--- config.mk ---
export PLATFORM = sky130hd
export DESIGN_NAME = magnitude_sqrt_core_flat
export DESIGN_NICKNAME = d
export VERILOG_FILES = /design/src/rtl/magnitude_sqrt_core_if.sv /design/src/rtl/magnitude_sqrt_core.sv /design/src/flat_wrapper.sv
export SDC_FILE = /design/constraint.sdc
export NUM_CORES = 2
export LEC_CHECK = 0
export ABC_AREA = 1
export BUFFER_PORTS_ARGS = -buffer_cell sky130_fd_sc_hd__buf_2
export CORE_MARGIN = 4
export CORE_UTILIZATION = 60
export DETAILED_ROUTE_END_ITERATION = 10
export MAX_ROUTING_LAYER = met4
export PLACE_DENSITY_LB_ADDON = 0.2
export SYNTH_ARGS = -nofsm -noshare
export SYNTH_HDL_FRONTEND = slang
export SYNTH_SLANG_ARGS = --single-unit
--- constraint.sdc ---
create_clock -name csi_clock_clk -period 6.42 [get_ports csi_clock_clk]
set_clock_uncertainty 0.05 [all_clocks]
set_input_delay 0.642 -clock csi_clock_clk [delete_from_list [all_inputs] [get_ports csi_clock_clk]]
set_output_delay 0.642 -clock csi_clock_clk [all_outputs]
set_load 0.02 [all_outputs]
--- src/rtl/magnitude_sqrt_core_if.sv ---
// Operand and result handshake bundle for magnitude_sqrt_core.
// The master side supplies operand pairs and consumes results; the core is the slave.
interface magnitude_sqrt_core_if #(
   parameter int DATA_WIDTH = 16
);
   logic                         in_valid;
   logic                         in_ready;
   logic signed [DATA_WIDTH-1:0] in_x;
   logic signed [DATA_WIDTH-1:0] in_y;
   logic                         out_valid;
   logic                         out_ready;
   logic        [DATA_WIDTH-1:0] out_mag;
   logic                         out_exact;

   modport master (
      output in_valid, in_x, in_y, out_ready,
      input  in_ready, out_valid, out_mag, out_exact
   );

   modport slave (
      input  in_valid, in_x, in_y, out_ready,
      output in_ready, out_valid, out_mag, out_exact
   );
endinterface

--- src/rtl/magnitude_sqrt_core.sv ---
// Iterative floor(sqrt(x^2 + y^2)) core: one squaring cycle, then a restoring
// two-bits-per-cycle square root over DATA_WIDTH cycles, with registered handshakes.
module magnitude_sqrt_core #(
   parameter int DATA_WIDTH  = 16,
   parameter int COUNT_WIDTH = 16
) (
   input  logic                   csi_clock_clk,
   input  logic                   csi_clock_reset,
   input  logic                   clear,
   magnitude_sqrt_core_if.slave   bus,
   output logic                   busy,
   output logic [COUNT_WIDTH-1:0] result_count
);

   localparam int DW    = DATA_WIDTH;
   localparam int RW    = 2 * DATA_WIDTH;
   localparam int REM_W = DATA_WIDTH + 2;
   localparam int CNT_W = (DATA_WIDTH > 2) ? $clog2(DATA_WIDTH) : 1;

   typedef enum logic [1:0] {
      S_IDLE,
      S_SQUARE,
      S_ROOT,
      S_OUT
   } state_t;

   state_t                  state_q, state_d;
   logic signed [DW-1:0]    x_q, x_d;
   logic signed [DW-1:0]    y_q, y_d;
   logic        [RW-1:0]    rad_q, rad_d;
   logic        [REM_W-1:0] rem_q, rem_d;
   logic        [DW-1:0]    root_q, root_d;
   logic        [CNT_W-1:0] cnt_q, cnt_d;
   logic                    in_ready_q, in_ready_d;
   logic                    out_valid_q, out_valid_d;
   logic        [DW-1:0]    out_mag_q, out_mag_d;
   logic                    out_exact_q, out_exact_d;
   logic                    busy_q, busy_d;
   logic [COUNT_WIDTH-1:0]  count_q, count_d;

   logic        [REM_W-1:0] step_rem;
   logic        [DW-1:0]    step_root;

   // Square of a signed value; the true result always fits in RW unsigned bits,
   // including the -2^(DW-1) extreme.
   function automatic logic [RW-1:0] square_u(input logic signed [DW-1:0] v);
      logic signed [RW-1:0] ve;
      logic signed [RW-1:0] p;
      ve = {{DW{v[DW-1]}}, v};
      p  = ve * ve;
      return $unsigned(p);
   endfunction

   // One restoring root digit: bring down the next two radicand bits and try (root<<2)|1.
   function automatic void root_step(
      input  logic [REM_W-1:0] rem,
      input  logic [1:0]       top,
      input  logic [DW-1:0]    root,
      output logic [REM_W-1:0] rem_n,
      output logic [DW-1:0]    root_n
   );
      logic [REM_W-1:0] shifted;
      logic [REM_W-1:0] trial;
      shifted = {rem[DW-1:0], top};
      trial   = {root, 2'b01};
      if (shifted >= trial) begin
         rem_n  = shifted - trial;
         root_n = {root[DW-2:0], 1'b1};
      end else begin
         rem_n  = shifted;
         root_n = {root[DW-2:0], 1'b0};
      end
   endfunction

   always_comb begin
      step_rem  = '0;
      step_root = '0;
      root_step(rem_q, rad_q[RW-1 -: 2], root_q, step_rem, step_root);
   end

   always_comb begin
      state_d     = state_q;
      x_d         = x_q;
      y_d         = y_q;
      rad_d       = rad_q;
      rem_d       = rem_q;
      root_d      = root_q;
      cnt_d       = cnt_q;
      out_valid_d = out_valid_q;
      out_mag_d   = out_mag_q;
      out_exact_d = out_exact_q;
      count_d     = count_q;

      case (state_q)
         S_IDLE: begin
            if (bus.in_valid && in_ready_q) begin
               x_d     = bus.in_x;
               y_d     = bus.in_y;
               state_d = S_SQUARE;
            end
         end
         S_SQUARE: begin
            rad_d   = square_u(x_q) + square_u(y_q);
            rem_d   = '0;
            root_d  = '0;
            cnt_d   = CNT_W'(DW - 1);
            state_d = S_ROOT;
         end
         S_ROOT: begin
            rem_d  = step_rem;
            root_d = step_root;
            rad_d  = {rad_q[RW-3:0], 2'b00};
            if (cnt_q == '0) begin
               out_mag_d   = step_root;
               out_exact_d = (step_rem == '0);
               out_valid_d = 1'b1;
               state_d     = S_OUT;
            end else begin
               cnt_d = cnt_q - 1'b1;
            end
         end
         S_OUT: begin
            if (bus.out_ready) begin
               out_valid_d = 1'b0;
               count_d     = count_q + 1'b1;
               state_d     = S_IDLE;
            end
         end
         default: state_d = S_IDLE;
      endcase

      // Abort wins over every handshake, including a result completing this cycle.
      if (clear) begin
         state_d     = S_IDLE;
         x_d         = x_q;
         y_d         = y_q;
         out_valid_d = 1'b0;
         out_mag_d   = out_mag_q;
         out_exact_d = out_exact_q;
         count_d     = count_q;
      end

      in_ready_d = (state_d == S_IDLE);
      busy_d     = (state_d != S_IDLE);
   end

   always_ff @(posedge csi_clock_clk or posedge csi_clock_reset) begin
      if (csi_clock_reset) begin
         state_q     <= S_IDLE;
         x_q         <= '0;
         y_q         <= '0;
         rad_q       <= '0;
         rem_q       <= '0;
         root_q      <= '0;
         cnt_q       <= '0;
         in_ready_q  <= 1'b1;
         out_valid_q <= 1'b0;
         out_mag_q   <= '0;
         out_exact_q <= 1'b0;
         busy_q      <= 1'b0;
         count_q     <= '0;
      end else begin
         state_q     <= state_d;
         x_q         <= x_d;
         y_q         <= y_d;
         rad_q       <= rad_d;
         rem_q       <= rem_d;
         root_q      <= root_d;
         cnt_q       <= cnt_d;
         in_ready_q  <= in_ready_d;
         out_valid_q <= out_valid_d;
         out_mag_q   <= out_mag_d;
         out_exact_q <= out_exact_d;
         busy_q      <= busy_d;
         count_q     <= count_d;
      end
   end

   assign bus.in_ready  = in_ready_q;
   assign bus.out_valid = out_valid_q;
   assign bus.out_mag   = out_mag_q;
   assign bus.out_exact = out_exact_q;
   assign busy          = busy_q;
   assign result_count  = count_q;

endmodule
--- src/flat_wrapper.sv ---
// flat-port wrapper written by rule: the top's interface ports become plain ports
module magnitude_sqrt_core_flat 
#(
   parameter int DATA_WIDTH  = 16,
   parameter int COUNT_WIDTH = 16
)
  (csi_clock_clk, csi_clock_reset, clear, busy, result_count, bus_in_valid, bus_in_x, bus_in_y, bus_out_ready, bus_in_ready, bus_out_valid, bus_out_mag, bus_out_exact);
  magnitude_sqrt_core_if #(.DATA_WIDTH(DATA_WIDTH)) bus_i ();
  input  logic csi_clock_clk;
  input  logic csi_clock_reset;
  input  logic clear;
  output logic busy;
  output logic [COUNT_WIDTH-1:0] result_count;
  input wire logic [$bits(bus_i.in_valid)-1:0] bus_in_valid;
  input wire logic [$bits(bus_i.in_x)-1:0] bus_in_x;
  input wire logic [$bits(bus_i.in_y)-1:0] bus_in_y;
  input wire logic [$bits(bus_i.out_ready)-1:0] bus_out_ready;
  output wire logic [$bits(bus_i.in_ready)-1:0] bus_in_ready;
  output wire logic [$bits(bus_i.out_valid)-1:0] bus_out_valid;
  output wire logic [$bits(bus_i.out_mag)-1:0] bus_out_mag;
  output wire logic [$bits(bus_i.out_exact)-1:0] bus_out_exact;
  assign bus_i.in_valid = bus_in_valid;
  assign bus_i.in_x = bus_in_x;
  assign bus_i.in_y = bus_in_y;
  assign bus_i.out_ready = bus_out_ready;
  assign bus_in_ready = bus_i.in_ready;
  assign bus_out_valid = bus_i.out_valid;
  assign bus_out_mag = bus_i.out_mag;
  assign bus_out_exact = bus_i.out_exact;
  magnitude_sqrt_core #(.DATA_WIDTH(DATA_WIDTH), .COUNT_WIDTH(COUNT_WIDTH)) u_core (.csi_clock_clk(csi_clock_clk), .csi_clock_reset(csi_clock_reset), .clear(clear), .bus(bus_i), .busy(busy), .result_count(result_count));
endmodule
==> reports/metrics.cfg <==
[logic_synthesis]
avgSynthCellArea_um2=8.700
syn-num-nets=3577
synth-edff-count=0
yosysTopAreaCellShare_pct=41.94
synth_area_leaders=fa_1 (42%), dfrtp_1 (14%), inv_1 (13%)
yosys_warnings=0
ys_async_sr_fraction_pct=100.0
syn-cell-area_um2=24780
ys_ff_latch=138
yosysTopAreaCell=fa_1
synthCells=2848
synth_cell_types=51
yosysSeqAreaShare_pct=13.94
synthFlopType=dfrtp_1

[detailed_routing]
vias=19360
drt-initial-drc-count=1189
drtAntennaViolNets=0
wire_per_inst_um=16.94
wirelength_mm=63.72
first_pass_iters=8
via_per_inst=5.148
drc=0

[floorplanning]
die-area_um2=44610
die_h_um=211.2
pin_count=73
die_w_um=211.2
initial_core_util_pct=60.68
core_area_um2=40830
rows=74

[clocking]
path_clk_slew_ns=0.08
cts_buffers=17
cts_tree=built
clock_sink_count=138
cts_buffer_depth=2
clk_latency_ns=0.49
cts_root_buffer=clkbuf_16
holdBufCountCts=0
htree_levels=4

[timing]
setup_slack_ns=-0.4717
relSlewSlack_pct=39.62
hold_violations=0
whs_ns=0.2505
fmax_mhz=145.1
finalCriticalPeriod_ns=6.892
setup_viol=18
post-route-period-util_pct=107.3
tightest_slew_ns=0.9057
rsz0062_at_grt=yes
fin_tns_setup_ns=-5.420
slew_viol_final=0

[global_routing]
grt_usage_pct=30.60
grt_max_degree=85
antenna_found_initial=0
top_usage_layer=met2
grt_pass1_wl_mm=104.8
grtUsageMet3_pct=5.109
use_met1_pct=38.84
grt_pass1_vias=21270
use_met2_pct=50.13
gr-total-overflow=0

[hold_path]
holdCritPathClass=in -> async

[place]
portBuffers=72
dp_slack_ns=-0.9420
gp_congestion=0.9255
hpwlAfterDp_mm=51.41

[finish]
area_growth_pct=23.23
fill_cells=2892
multi_input_area_um2=18790
most-common-layout-cells=inv_1 (823), fa_1 (496), nand2_1 (461), buf_4 (308), ha_1 (149)
diodes=0
regArea_um2=3477
layout.nets=3945
final_common_cell=inv_1
final_layout_size_suffix_gt1_share_pct=24.43

[worst_setup_path]
slowest_stage=fa_1
crit_top_cell=fa_1
endpoint_kind=flop
crit_fanout=6
path_class=reg -> reg
arrival_ns=7.20
critPathMaxStageDelay_ns=0.56
start_kind=flop
required_ns=6.73

[flow_run]
max_cap_violations=0

[outcome]
violations=negative setup slack
status=complete, but fails checks

state kept, by name, summed over array words and instances, names as in the netlist:
register,cells
u_core.bus.out_exact,1
u_core.y_q,16
u_core.rem_q,16
u_core.busy,1
u_core.cnt_q,4
u_core.rad_q,32
u_core.root_q,16
u_core.x_q,16
u_core.state_q,2
u_core.result_count,16
u_core.bus.in_ready,1
u_core.bus.out_valid,1
u_core.bus.out_mag,16
routing by layer:
layer / vias to the layer above / part of all wire (%)
met5: - / 0
met4: 0 / 3.7
met3: 158 / 6.0
met2: 562 / 51
met1: 9664 / 40
li1: 8976 / -
final cells by class:
class | instances | share of cell area (%)
clock inverter | 15 | 0.6270
multi-input combinational | 1734 | 61.54
tap | 532 | 2.180
sequential | 138 | 11.39
clock buffer | 17 | 1.393
timing repair buffer | 443 | 11.93
inverter | 882 | 10.95
timing repair:
item | in CTS | in global routing
gates cloned | 0 | 1
setup buffers | 41 | 38
setup endpoints to repair | 22 | 21
pin swaps | 71 | 133
gates resized for setup | 137 | 199
synthesized netlist by cell type (all sizes together), types with 17 or more instances:
cell	number
inv	882
nand2	524
fa	519
ha	173
dfrtp	137
nor2	108
clkbuf	89
a21oi	74
nand3	66
o21ai	63
o22ai	36
xnor2	30
xor2	30
o221ai	17
path summary, 6_finish.rpt:
path	startpoint	to	slack (ns)	depth (start not counted)
hold / removal	csi_clock_reset	u_core.root_q[15]	0.25	2
hold reg to reg	u_core.result_count[15]	u_core.result_count[15]	0.42	1
setup / recovery	u_core.x_q[15]	u_core.rad_q[23]	-0.47	26
max in group asynchronous	csi_clock_reset	u_core.x_q[14]	4.58	3
setup reg to reg	u_core.x_q[15]	u_core.rad_q[23]	-0.47	26
min in group csi_clock_clk	bus_in_x[13]	u_core.x_q[13]	0.34	2
critical path, delay by kind of cell, from the launching register on:
family	cells	cell delay, ns
simple gates	5	0.46
flops	1	0.49
compound gates	5	0.77
fa+ha+maj	9	4.38
buf+inv	7	0.58
through the flow:
stage / cells / util (%) / cell area (µm²)
after floorplan: 2848 / - / 25130
after global placement: 3651 / 68.90 / 28130
after global routing: 3761 / 74.78 / 30530
after CTS: 3724 / 72.41 / 29560
final: 3761 / 74.78 / 30530
after detailed placement: 3651 / 68.90 / 28130
kinds of logic (layout without fill, tap and decap cells):
family / count (synthesis) / after routing / synth area share, %
other: 1 / 1 / 0.01514
xor gates and xnor gates: 60 / 60 / 2.121
buffers and inverters: 976 / 1357 / 14.87
AOI/OAI and AO/OA: 228 / 228 / 5.489
DFF: 138 / 138 / 13.94
muxes: 11 / 11 / 0.5000
adders and majority gates: 692 / 692 / 50.67
and+or+nand+nor: 742 / 742 / 12.39
Power is left out: the tool's default activity adds up to more than one toggle a clock period on the data nets, which glitch-free logic cannot reach.
